<file path="src/rtl/fx2_pkg.sv">
`default_nettype none
// +--------------------------------------------------------------------------+
// | Module   : fx2_pkg                                                       |
// | Purpose  : Shared types and constants for the FX2 slave-FIFO master:     |
// |            controller state encoding, FLAGA/FLAGB bit positions and the  |
// |            default FIFOADR values of the OUT (EP2) and IN (EP6) FIFOs.   |
// | Revision : 1.0 - initial release                                         |
// +--------------------------------------------------------------------------+
package fx2_pkg;

  typedef enum logic [2:0] {
    IDLE   = 3'd0,
    RD_TA  = 3'd1,
    RD     = 3'd2,
    WR_TA  = 3'd3,
    WR     = 3'd4,
    PKTEND = 3'd5
  } fx2_state_e;

  // Bit positions inside fx2_flags
  localparam int unsigned FLAG_OUT_NEMPTY = 0;
  localparam int unsigned FLAG_IN_NFULL   = 1;

  // FIFOADR values for the endpoints
  localparam logic [1:0] EP2_ADDR = 2'b00;
  localparam logic [1:0] EP6_ADDR = 2'b10;

endpackage
`default_nettype wire

</file>
<file path="src/rtl/fx2_rx_fifo.sv">
`default_nettype none
// +--------------------------------------------------------------------------+
// | Module   : fx2_rx_fifo                                                   |
// | Purpose  : Small synchronous FIFO that buffers OUT-endpoint words for    |
// |            the rx stream. Push and pop may occur in the same cycle.      |
// | Ports    : clk, rst_n (async, active-low)                                |
// |            push/push_data  - write side                                  |
// |            pop/pop_data    - read side, pop_data shows the oldest word   |
// |            valid           - FIFO not empty                              |
// |            count           - number of stored words (0..DEPTH)           |
// | Revision : 1.0 - initial release                                         |
// +--------------------------------------------------------------------------+
module fx2_rx_fifo #(
  parameter int DW    = 16,
  parameter int DEPTH = 4
) (
  input  logic                       clk,
  input  logic                       rst_n,
  input  logic                       push,
  input  logic [DW-1:0]              push_data,
  input  logic                       pop,
  output logic [DW-1:0]              pop_data,
  output logic                       valid,
  output logic [$clog2(DEPTH+1)-1:0] count
);

  localparam int AW = $clog2(DEPTH);
  localparam int CW = $clog2(DEPTH + 1);

  logic [DW-1:0] mem [DEPTH];
  logic [AW-1:0] wr_ptr_q, wr_ptr_d;
  logic [AW-1:0] rd_ptr_q, rd_ptr_d;
  logic [CW-1:0] count_q, count_d;
  logic          push_ok;
  logic          pop_ok;

  // Guards make the FIFO safe even if a caller over-pushes or over-pops.
  assign push_ok = push && (count_q < CW'(DEPTH));
  assign pop_ok  = pop && (count_q != '0);

  always_comb begin
    wr_ptr_d = wr_ptr_q;
    rd_ptr_d = rd_ptr_q;
    count_d  = count_q;
    if (push_ok) wr_ptr_d = wr_ptr_q + 1'b1;  // DEPTH is a power of two: natural wrap
    if (pop_ok)  rd_ptr_d = rd_ptr_q + 1'b1;
    case ({push_ok, pop_ok})
      2'b10:   count_d = count_q + 1'b1;
      2'b01:   count_d = count_q - 1'b1;
      default: count_d = count_q;
    endcase
  end

  always_ff @(posedge clk or negedge rst_n) begin
    if (!rst_n) begin
      wr_ptr_q <= '0;
      rd_ptr_q <= '0;
      count_q  <= '0;
    end else begin
      wr_ptr_q <= wr_ptr_d;
      rd_ptr_q <= rd_ptr_d;
      count_q  <= count_d;
    end
  end

  // Storage needs no reset; only the pointers define what is valid.
  always_ff @(posedge clk) begin
    if (push_ok) mem[wr_ptr_q] <= push_data;
  end

  assign pop_data = mem[rd_ptr_q];
  assign valid    = (count_q != '0);
  assign count    = count_q;

endmodule
`default_nettype wire

</file>
<file path="src/rtl/fx2_slavefifo_ctrl.sv">
`default_nettype none
// +--------------------------------------------------------------------------+
// | Module   : fx2_slavefifo_ctrl                                            |
// | Purpose  : FPGA-side master of the FX2 synchronous slave-FIFO bus.       |
// |            Drains the OUT endpoint into the rx stream and writes the tx  |
// |            stream into the IN endpoint (PKTEND on tx_last). Directions   |
// |            are arbitrated round-robin with a burst limit, and every      |
// |            direction change is preceded by TURNAROUND idle cycles.       |
// | Ports    : ifclk/resetb             - clock, async active-low reset      |
// |            fx2_flags                - [0] OUT not empty, [1] IN not full |
// |            fx2_fd_in/out/oe         - FD bus (tristate built above)      |
// |            fx2_sloe_b/slrd_b/slwr_b/pktend_b - FX2 strobes, active-low   |
// |            fx2_fifo_addr            - FIFOADR[1:0]                       |
// |            rx_data/valid/ready      - OUT-endpoint stream                |
// |            tx_data/valid/last/ready - IN-endpoint stream                 |
// | Revision : 1.0 - initial release                                         |
// +--------------------------------------------------------------------------+
module fx2_slavefifo_ctrl
  import fx2_pkg::*;
#(
  parameter int         DW         = 16,
  parameter logic [1:0] OUT_ADDR   = EP2_ADDR,
  parameter logic [1:0] IN_ADDR    = EP6_ADDR,
  parameter int         RX_DEPTH   = 4,
  parameter int         MAX_BURST  = 256,
  parameter int         TURNAROUND = 1
) (
  input  logic          ifclk,
  input  logic          resetb,
  input  logic [2:0]    fx2_flags,
  input  logic [DW-1:0] fx2_fd_in,
  output logic [DW-1:0] fx2_fd_out,
  output logic          fx2_fd_oe,
  output logic          fx2_sloe_b,
  output logic          fx2_slrd_b,
  output logic          fx2_slwr_b,
  output logic          fx2_pktend_b,
  output logic [1:0]    fx2_fifo_addr,
  output logic [DW-1:0] rx_data,
  output logic          rx_valid,
  input  logic          rx_ready,
  input  logic [DW-1:0] tx_data,
  input  logic          tx_valid,
  input  logic          tx_last,
  output logic          tx_ready
);

  localparam int BW = $clog2(MAX_BURST + 1);
  localparam int TW = (TURNAROUND > 1) ? $clog2(TURNAROUND) : 1;
  localparam int CW = $clog2(RX_DEPTH + 1);

  fx2_state_e    state_q, state_d;
  logic          prio_q, prio_d;       // 0: RX favoured, 1: TX favoured
  logic [BW-1:0] burst_q, burst_d;
  logic [TW-1:0] ta_q, ta_d;

  logic          out_nempty;
  logic          in_nfull;
  logic          unused_flag;
  logic          rx_room;
  logic          rx_req;
  logic          tx_req;
  logic          rx_push;
  logic [CW-1:0] rx_count;

  assign out_nempty  = fx2_flags[FLAG_OUT_NEMPTY];
  assign in_nfull    = fx2_flags[FLAG_IN_NFULL];
  assign unused_flag = fx2_flags[2];

  // The read word is captured on the same edge slrd_b is sampled low, so
  // nothing is ever in flight and the room check reduces to the count.
  assign rx_room = (rx_count < CW'(RX_DEPTH));
  assign rx_req  = out_nempty && rx_room;
  assign tx_req  = tx_valid && in_nfull;

  fx2_rx_fifo #(
    .DW    (DW),
    .DEPTH (RX_DEPTH)
  ) u_rx_fifo (
    .clk       (ifclk),
    .rst_n     (resetb),
    .push      (rx_push),
    .push_data (fx2_fd_in),
    .pop       (rx_ready),
    .pop_data  (rx_data),
    .valid     (rx_valid),
    .count     (rx_count)
  );

  // Strobes are decoded from the registered state, so an asynchronous reset
  // forces them high immediately without any intermediate low pulse.
  always_comb begin
    state_d       = state_q;
    prio_d        = prio_q;
    burst_d       = burst_q;
    ta_d          = ta_q;
    fx2_sloe_b    = 1'b1;
    fx2_slrd_b    = 1'b1;
    fx2_slwr_b    = 1'b1;
    fx2_pktend_b  = 1'b1;
    fx2_fd_oe     = 1'b0;
    fx2_fd_out    = '0;
    fx2_fifo_addr = OUT_ADDR;
    tx_ready      = 1'b0;
    rx_push       = 1'b0;

    case (state_q)
      IDLE: begin
        ta_d = '0;
        if (rx_req && (!tx_req || !prio_q)) begin
          state_d = RD_TA;
          prio_d  = 1'b1;
        end else if (tx_req) begin
          state_d = WR_TA;
          prio_d  = 1'b0;
        end
      end

      RD_TA: begin
        fx2_sloe_b = 1'b0;
        burst_d    = '0;
        if (ta_q == TW'(TURNAROUND - 1)) state_d = RD;
        else                             ta_d    = ta_q + 1'b1;
      end

      RD: begin
        fx2_sloe_b = 1'b0;
        if (rx_req) begin
          fx2_slrd_b = 1'b0;
          rx_push    = 1'b1;
          if (burst_q != BW'(MAX_BURST)) burst_d = burst_q + 1'b1;
          if (burst_q == BW'(MAX_BURST - 1)) state_d = IDLE;
        end else begin
          state_d = IDLE;
        end
      end

      WR_TA: begin
        fx2_fifo_addr = IN_ADDR;
        fx2_fd_oe     = 1'b1;
        burst_d       = '0;
        if (ta_q == TW'(TURNAROUND - 1)) state_d = WR;
        else                             ta_d    = ta_q + 1'b1;
      end

      WR: begin
        fx2_fifo_addr = IN_ADDR;
        fx2_fd_oe     = 1'b1;
        tx_ready      = tx_req;
        if (tx_req) begin
          fx2_slwr_b = 1'b0;
          fx2_fd_out = tx_data;
          if (burst_q != BW'(MAX_BURST)) burst_d = burst_q + 1'b1;
          // A packet end takes precedence over the burst limit.
          if (tx_last)                            state_d = PKTEND;
          else if (burst_q == BW'(MAX_BURST - 1)) state_d = IDLE;
        end else begin
          state_d = IDLE;
        end
      end

      PKTEND: begin
        fx2_fifo_addr = IN_ADDR;
        fx2_fd_oe     = 1'b1;
        fx2_pktend_b  = 1'b0;
        state_d       = IDLE;
      end

      default: state_d = IDLE;
    endcase
  end

  always_ff @(posedge ifclk or negedge resetb) begin
    if (!resetb) begin
      state_q <= IDLE;
      prio_q  <= 1'b0;
      burst_q <= '0;
      ta_q    <= '0;
    end else begin
      state_q <= state_d;
      prio_q  <= prio_d;
      burst_q <= burst_d;
      ta_q    <= ta_d;
    end
  end

endmodule
`default_nettype wire
</file>
<file path="config.mk">
export PLATFORM = sky130hd
export DESIGN_NAME = fx2_slavefifo_ctrl
export DESIGN_NICKNAME = d
export VERILOG_FILES = /design/src/rtl/fx2_pkg.sv /design/src/rtl/fx2_rx_fifo.sv /design/src/rtl/fx2_slavefifo_ctrl.sv
export SDC_FILE = /design/constraint.sdc
export NUM_CORES = 1
export LEC_CHECK = 0
export ABC_CLOCK_PERIOD_IN_PS = 7200
export BUFFER_PORTS_ARGS = -buffer_cell sky130_fd_sc_hd__buf_2
export CAP_MARGIN = 25
export CORE_AREA = 2 2 75 95
export CTS_BUF_LIST = sky130_fd_sc_hd__clkbuf_4 sky130_fd_sc_hd__clkbuf_8 sky130_fd_sc_hd__clkbuf_16
export DETAILED_ROUTE_END_ITERATION = 10
export DIE_AREA = 0 0 77 97
export GPL_ROUTABILITY_DRIVEN = 0
export HOLD_SLACK_MARGIN = 0.15
export PLACE_DENSITY = 0.93
export SLEW_MARGIN = 30
export SYNTH_ARGS = -nofsm -noshare
export SYNTH_HDL_FRONTEND = slang
export SYNTH_HIERARCHICAL = 1
export SYNTH_SLANG_ARGS = --single-unit
</file>
<file path="constraint.sdc">
create_clock -name ifclk -period 7.2 [get_ports ifclk]
set_clock_uncertainty 0.1 [all_clocks]
set_input_delay 0.72 -clock ifclk [delete_from_list [all_inputs] [get_ports ifclk]]
set_output_delay 0.72 -clock ifclk [all_outputs]
set_load 0.005 [all_outputs]
</file>
Word-level counts from Yosys, hierarchy flattened
Memories as Yosys holds them, arrays and structs flattened.
Cells that the tools add are included.
{ "totals": {"reg_bits": 21, "ramBits": 64, "in_bits": 40, "n_memories": 1} }
{ "mem_list": {"columns": ["name", "words", "word_bits", "rd", "rd_clocked_by_memory_dff", "write_ports", "line", "rtl"], "rows": [
  ["u_rx_fifo.mem", 4, 16, 1, 0, 1, "fx2_rx_fifo.sv:30", "logic [DW-1:0] mem [DEPTH];"]
]} }
{ "op_classes": {"n_addsub": 6, "n_lt_le_gt_ge": 1, "n_eq_ne": 14, "n_mux": 33, "n_reduce_logical": 20} }
{ "op_table": {"columns": ["cell", "n"], "rows": [
  ["$mux 16", 2],
  ["$mux 9", 3],
  ["$pmux 9 s3", 1],
  ["$mux 3", 8],
  ["$mux 1", 15],
  ["$pmux 3 s5", 1],
  ["$add 9x1->9 const B", 1],
  ["$eq 9x8->1 const B", 1],
  ["$ne 9x9->1 const B", 1],
  ["$ne 2x2->1 const B", 4],
  ["$eq 3x2->1 const B", 2],
  ["$eq 3x3->1 const B", 2],
  ["$pmux 3 s2", 1],
  ["$reduce_and 3->1", 2],
  ["$reduce_bool 2->1", 3],
  ["$reduce_bool 3->1", 2],
  ["$logic_and 1x1->1", 5],
  ["$add 2x1->2 const B", 2],
  ["$reduce_or 2->1", 2],
  ["$add 3x1->3 const B", 1],
  ["$eq 3x1->1 const B", 1],
  ["$logic_not 3->1", 1],
  ["$lt 3x3->1 const B", 1],
  ["$ne 3x3->1 const B", 1],
  ["other kinds (10)", 11]
]} }

Depth between registers and ports, before layout
{ "logic_depth": {"ltp_word": 7, "ltp_mapped": 13} }

By module
The synthesis kept the hierarchy.
{ "by_module_without_submodules": {"columns": ["mod", "n_inst", "cells_each", "area_per_inst_um2"], "rows": [
  ["fx2_rx_fifo", 1, 122, 2768.9],
  ["fx2_slavefifo_ctrl", 1, 111, 937.1]
]} }

Least setup slack after synthesis
OpenSTA, ideal clock, no wires.
{ "synth_path": {"path_kind": "input-to-reg", "start": "input port fx2_flags[0]", "end": "register u_rx_fifo.count_q[2] (netlist: u_rx_fifo/count[2])", "setup_ps": 125, "t_arrival_ps": 2344, "t_required_ps": 6975, "path_slack_ps": 4631, "stages": 12, "path_buffers": 1, "cell_sequence": "nand4bb_1 > or2_2 > inv_1 > nor2b_1 > clkbuf_1 > inv_1 > ha_1 > inv_1 > fa_1 > xor2_1 > nor2_1 > xor2_1"} }
{ "synth_between": {"elab_chain_cells": 6, "elab_cells_between_ends": 8, "cone_classes": "2 x eq/ne; 3 x mux; 3 x reduce/logical"} }
{ "synth_lines": {"columns": ["item", "line", "rtl"], "rows": [
  ["start: declaration", "fx2_slavefifo_ctrl.sv:30", "input logic [2:0] fx2_flags,"],
  ["$logic_and 1x1->1 (*)", "fx2_slavefifo_ctrl.sv:73", "assign rx_req = out_nempty && rx_room;"],
  ["$mux 1 (*)", "fx2_slavefifo_ctrl.sv:128", "if (rx_req) begin"],
  ["$mux 1 (*)", "fx2_slavefifo_ctrl.sv:107", "case (state_q)"],
  ["net rx_push", "fx2_slavefifo_ctrl.sv:63", "logic rx_push;"],
  ["$logic_and 1x1->1 (*)", "fx2_rx_fifo.sv:38", "assign push_ok = push && (count_q < CW'(DEPTH));"],
  ["$eq 2x1->1 or $eq 2x2->1 (tied branches)", "fx2_rx_fifo.sv:47", "case ({push_ok, pop_ok})"],
  ["$pmux 3 s2 or $reduce_bool 2->1 (tied branches)", null, null],
  ["end signal: assignment", "fx2_rx_fifo.sv:62", "count_q <= count_d;"],
  ["end: declaration", "fx2_rx_fifo.sv:33", "logic [CW-1:0] count_q, count_d;"]
]} }
The timed path passes the listed nets; every way through them passes the cells marked *.
A chain may end at the register's enable or synchronous reset.

Worst setup path in the final report
{ "layout_path": {"start": "register state_q[1]", "end": "output port fx2_fd_out[2]"} }
{ "layout_between": {"elab_chain_cells": 2} }
{ "layout_lines": {"columns": ["item", "line", "rtl"], "rows": [
  ["start: declaration", "fx2_slavefifo_ctrl.sv:52", "fx2_state_e state_q, state_d;"],
  ["start signal: assignment", "fx2_slavefifo_ctrl.sv:180", "state_q <= state_d;"],
  ["$eq 3x3->1", "fx2_slavefifo_ctrl.sv:107", null],
  ["$mux 16", "fx2_slavefifo_ctrl.sv:107", null],
  ["end: declaration", "fx2_slavefifo_ctrl.sv:32", "output logic [DW-1:0] fx2_fd_out,"]
]} }
Every way passes these cells.

==> impl_metrics.py <==
metrics = {
    "run_status": {
        "status": "finished, final reports clean",
    },
    "yosys": {
        "syn-cell-area_um2": 3710,
        "synth_warnings": 6,
        "yosys.area_share.simple_pct": 11.1,
        "ys_types": 44,
        "ys.flop_type": "edfxtp_1",
        "synthAdderAreaFrac_pct": 3.24,
        "synth_fp_nets": 282,
        "ys_seq_area_share_pct": 65.4,
        "syn_area_per_cell_um2": 15.9,
        "synth.mux.area_fraction_pct": 11.9,
        "synth_edf_count": 64,
        "synth_compound_area_share_pct": 3.24,
        "synth_top_family_by_area": "multiplexers",
        "syn_inst": 233,
        "ys_ff_latch": 84,
        "synth_xor_area_share_pct": 1.65,
        "ys_async_sr_fraction_pct": 23.8,
    },
    "clocking": {
        "clk_pin_slew_ns": 0.08,
        "clk_latency_ns": 0.34,
        "numCtsBuffers": 9,
        "post-cts-setup-buffer-count": 0,
        "root_buffer": "clkbuf_8",
        "clk_path_buf_depth": 2,
        "ctsHoldBuffers": 0,
        "htreeDepth": 3,
        "cts_tree": "done",
        "clock_sinks": 84,
        "post_cts_resized": 0,
    },
    "timing": {
        "maxSlewViolCount": 0,
        "tns_ns": 0,
        "fmax_ghz": 0.360,
        "min_period_over_period_pct": 38.5,
        "fin_crit_ns": 2.78,
        "worstMarginPinSlew_ns": 0.842,
        "rsz0062_at_grt": "no",
        "setup_viol": 0,
        "final_hold_viol_count": 0,
        "slew_headroom_pct": 43.9,
        "fin_hold_ws_ns": 0.217,
    },
    "drt": {
        "wl_per_cell_um": 16.8,
        "top_layer": "met4",
        "wl_met2_mm": 3.66,
        "drc": 0,
        "wirelength_mm": 6.79,
        "drt_iter0_markers": 95,
        "postRouteAntennaNets": 0,
        "routed-wl-met3_um": 383,
        "wl_met1_mm": 2.65,
        "vias": 2199,
        "drt_pre_antenna_iters": 4,
        "drt-vias-per-instance": 5.46,
    },
    "floorplanning": {
        "initial_core_util_pct": 56.8,
        "dieArea_um2": 7470,
        "core-area_um2": 6520,
        "row_count": 33,
        "io_pins": 81,
        "die_x_um": 77,
        "die_y_um": 97,
    },
    "pwr": {
        "power_w": 0.00138,
        "leakagePower_nw": 1.78,
        "power_density_nw_per_um2": 318,
        "vdd_ir_drop_max_v": 0.000169,
    },
    "layout": {
        "fill_cells": 473,
        "num_antenna_cells": 0,
        "fin_nets": 360,
        "layout_commonest_cell": "buf_2",
        "area.growth.synth_to_final_pct": 17.4,
        "finalInstanceArea_um2": 4350,
        "final_cell_mix": "buf_2 (78), edfxtp_1 (64), and2_1 (20)",
        "finalNonFillerCells": 403,
        "drive_gt1_share_pct": 34.2,
    },
    "global_routing": {
        "track_usage_pct": 19.2,
        "grt_pass1_wl_mm": 10.8,
        "grt_pass1_vias": 2261,
        "grt_max_degree": 21,
        "antenna_found_initial": 0,
        "overflow": 0,
    },
    "setup_path": {
        "cp_max_fo": 18,
        "crit_path_start_kind": "flop",
        "r2r_setup_slack_ns": 4.45,
        "critical_path_required_ns": 6.38,
        "cpMaxStageDelayCell": "nor3_2",
        "crit_type": "reg -> out",
        "slowest_delay_ns": 0.60,
        "cp-end-kind": "output port",
        "arrival_ns": 1.96,
        "worstPathCellList": "nand2b_4, nor3_2, and2_1, buf_2",
    },
    "worst_hold_path": {
        "hp-class": "in -> async",
    },
    "place": {
        "dp.cells": 387,
        "dpl.hpwl_mm": 4.60,
        "dpl_cell_area_um2": 4130,
        "port_buffers": 78,
    },
    "job": {
        "drv_cap": 0,
    },
}
[report_power, final]
group	internal, W	total, W	switching [W]
clock	0.000198	0.000357	0.000159
combinational	0.000207	0.000366	0.000159
sequential	0.000572	0.000661	0.0000887
total	0.000977	0.00138	0.000407
[metrics by stage]
stage / utilization (%) / setup WS (ns)
after floorplan: - / 4.63
final: 66.7 / 4.42
after global routing: 66.7 / 4.20
after global placement: 63.2 / 4.23
after CTS: 66.7 / 4.16
after detailed placement: 63.3 / 4.24
[critical path, delay by kind of cell (launching register included)]
| family | cells | cell delay, ns |
|---|---|---|
| flip-flops | 1 | 0.47 |
| buffers and inverters | 1 | 0.11 |
| AND/OR/NAND/NOR | 3 | 1.03 |
[Yosys cell counts (2+ instances only)]
| library cell | instances | area (um^2) |
|---|---|---|
| buf_6 | 2 | 22.5 |
| xnor2_1 | 3 | 26.3 |
| edfxtp_1 | 64 | 1920 |
| mux4_2 | 8 | 180 |
| dfrtp_1 | 20 | 500 |
| buf_4 | 2 | 15.0 |
| inv_1 | 12 | 45.0 |
| o31ai_1 | 3 | 22.5 |
| nand4_1 | 2 | 12.5 |
| a31oi_1 | 3 | 18.8 |
| nor4b_1 | 2 | 17.5 |
| nor2b_1 | 2 | 12.5 |
| o21ai_0 | 6 | 30.0 |
| nand2b_1 | 5 | 31.3 |
| clkbuf_1 | 4 | 15.0 |
| and2_1 | 20 | 125 |
| nand2_1 | 17 | 63.8 |
| xor2_1 | 4 | 35.0 |
| ha_1 | 8 | 100 |
| a21oi_1 | 3 | 15.0 |
| mux4_1 | 8 | 210 |
| mux2i_1 | 5 | 50.1 |
| or4_1 | 3 | 22.5 |
| buf_2 | 2 | 10.0 |
| nand3_1 | 2 | 10.0 |
| nor3_1 | 2 | 10.0 |
| nor2_1 | 4 | 15.0 |
[path summary, 6_finish.rpt]
kind | start | to | depth (start not counted)
worst min register to register | u_rx_fifo/count[0] | u_rx_fifo/count[0] | 1
max in group asynchronous | resetb | u_rx_fifo/rd_ptr_q[0] | 1
worst max-delay path | state_q[1] | fx2_fd_out[2] | 4
worst max register to register | state_q[2] | u_rx_fifo/mem[0][6] | 5
worst min-delay path | resetb | burst_q[3] | 1
min in group ifclk | u_rx_fifo/count[0] | u_rx_fifo/count[0] | 1
[flip-flops by register name, indices dropped and copies added (netlist names)]
register and flops:
prio_q 1, state_q 3, u_rx_fifo/rd_ptr_q 2, u_rx_fifo/wr_ptr_q 2, u_rx_fifo/mem 64, u_rx_fifo/count 3
burst_q 9
[metal layers]
metal,GRT usage [%],vias up
li1,-,1028
met1,21.5,1072
met2,35.4,90
met3,5.13,9
met4,5.63,0
met5,0,-
[cells by family (layout without fill, tap and decap cells)]
| logic type | Yosys count | in the layout |
|---|---|---|
| buffers and inverters | 23 | 106 |
| xor gates and xnor gates | 7 | 7 |
| muxes | 21 | 21 |
| adders and majority gates | 9 | 9 |
| DFF | 84 | 84 |
| AOI/OAI and AO/OA | 19 | 19 |
| and+or+nand+nor | 69 | 69 |
| other | 1 | 1 |
[layout make-up]
class	count	area (um^2)	share of cell area, %
Multi-Input combinational cell	126	1160	26.7
Tap cell	87	109	2.50
Timing Repair Buffer	78	390	8.97
Sequential cell	84	2420	55.7
Clock buffer	9	124	2.85
Clock inverter	7	98.8	2.27
Inverter	12	45.0	1.04
No activity file was read; power rests on OpenSTA's default activity.
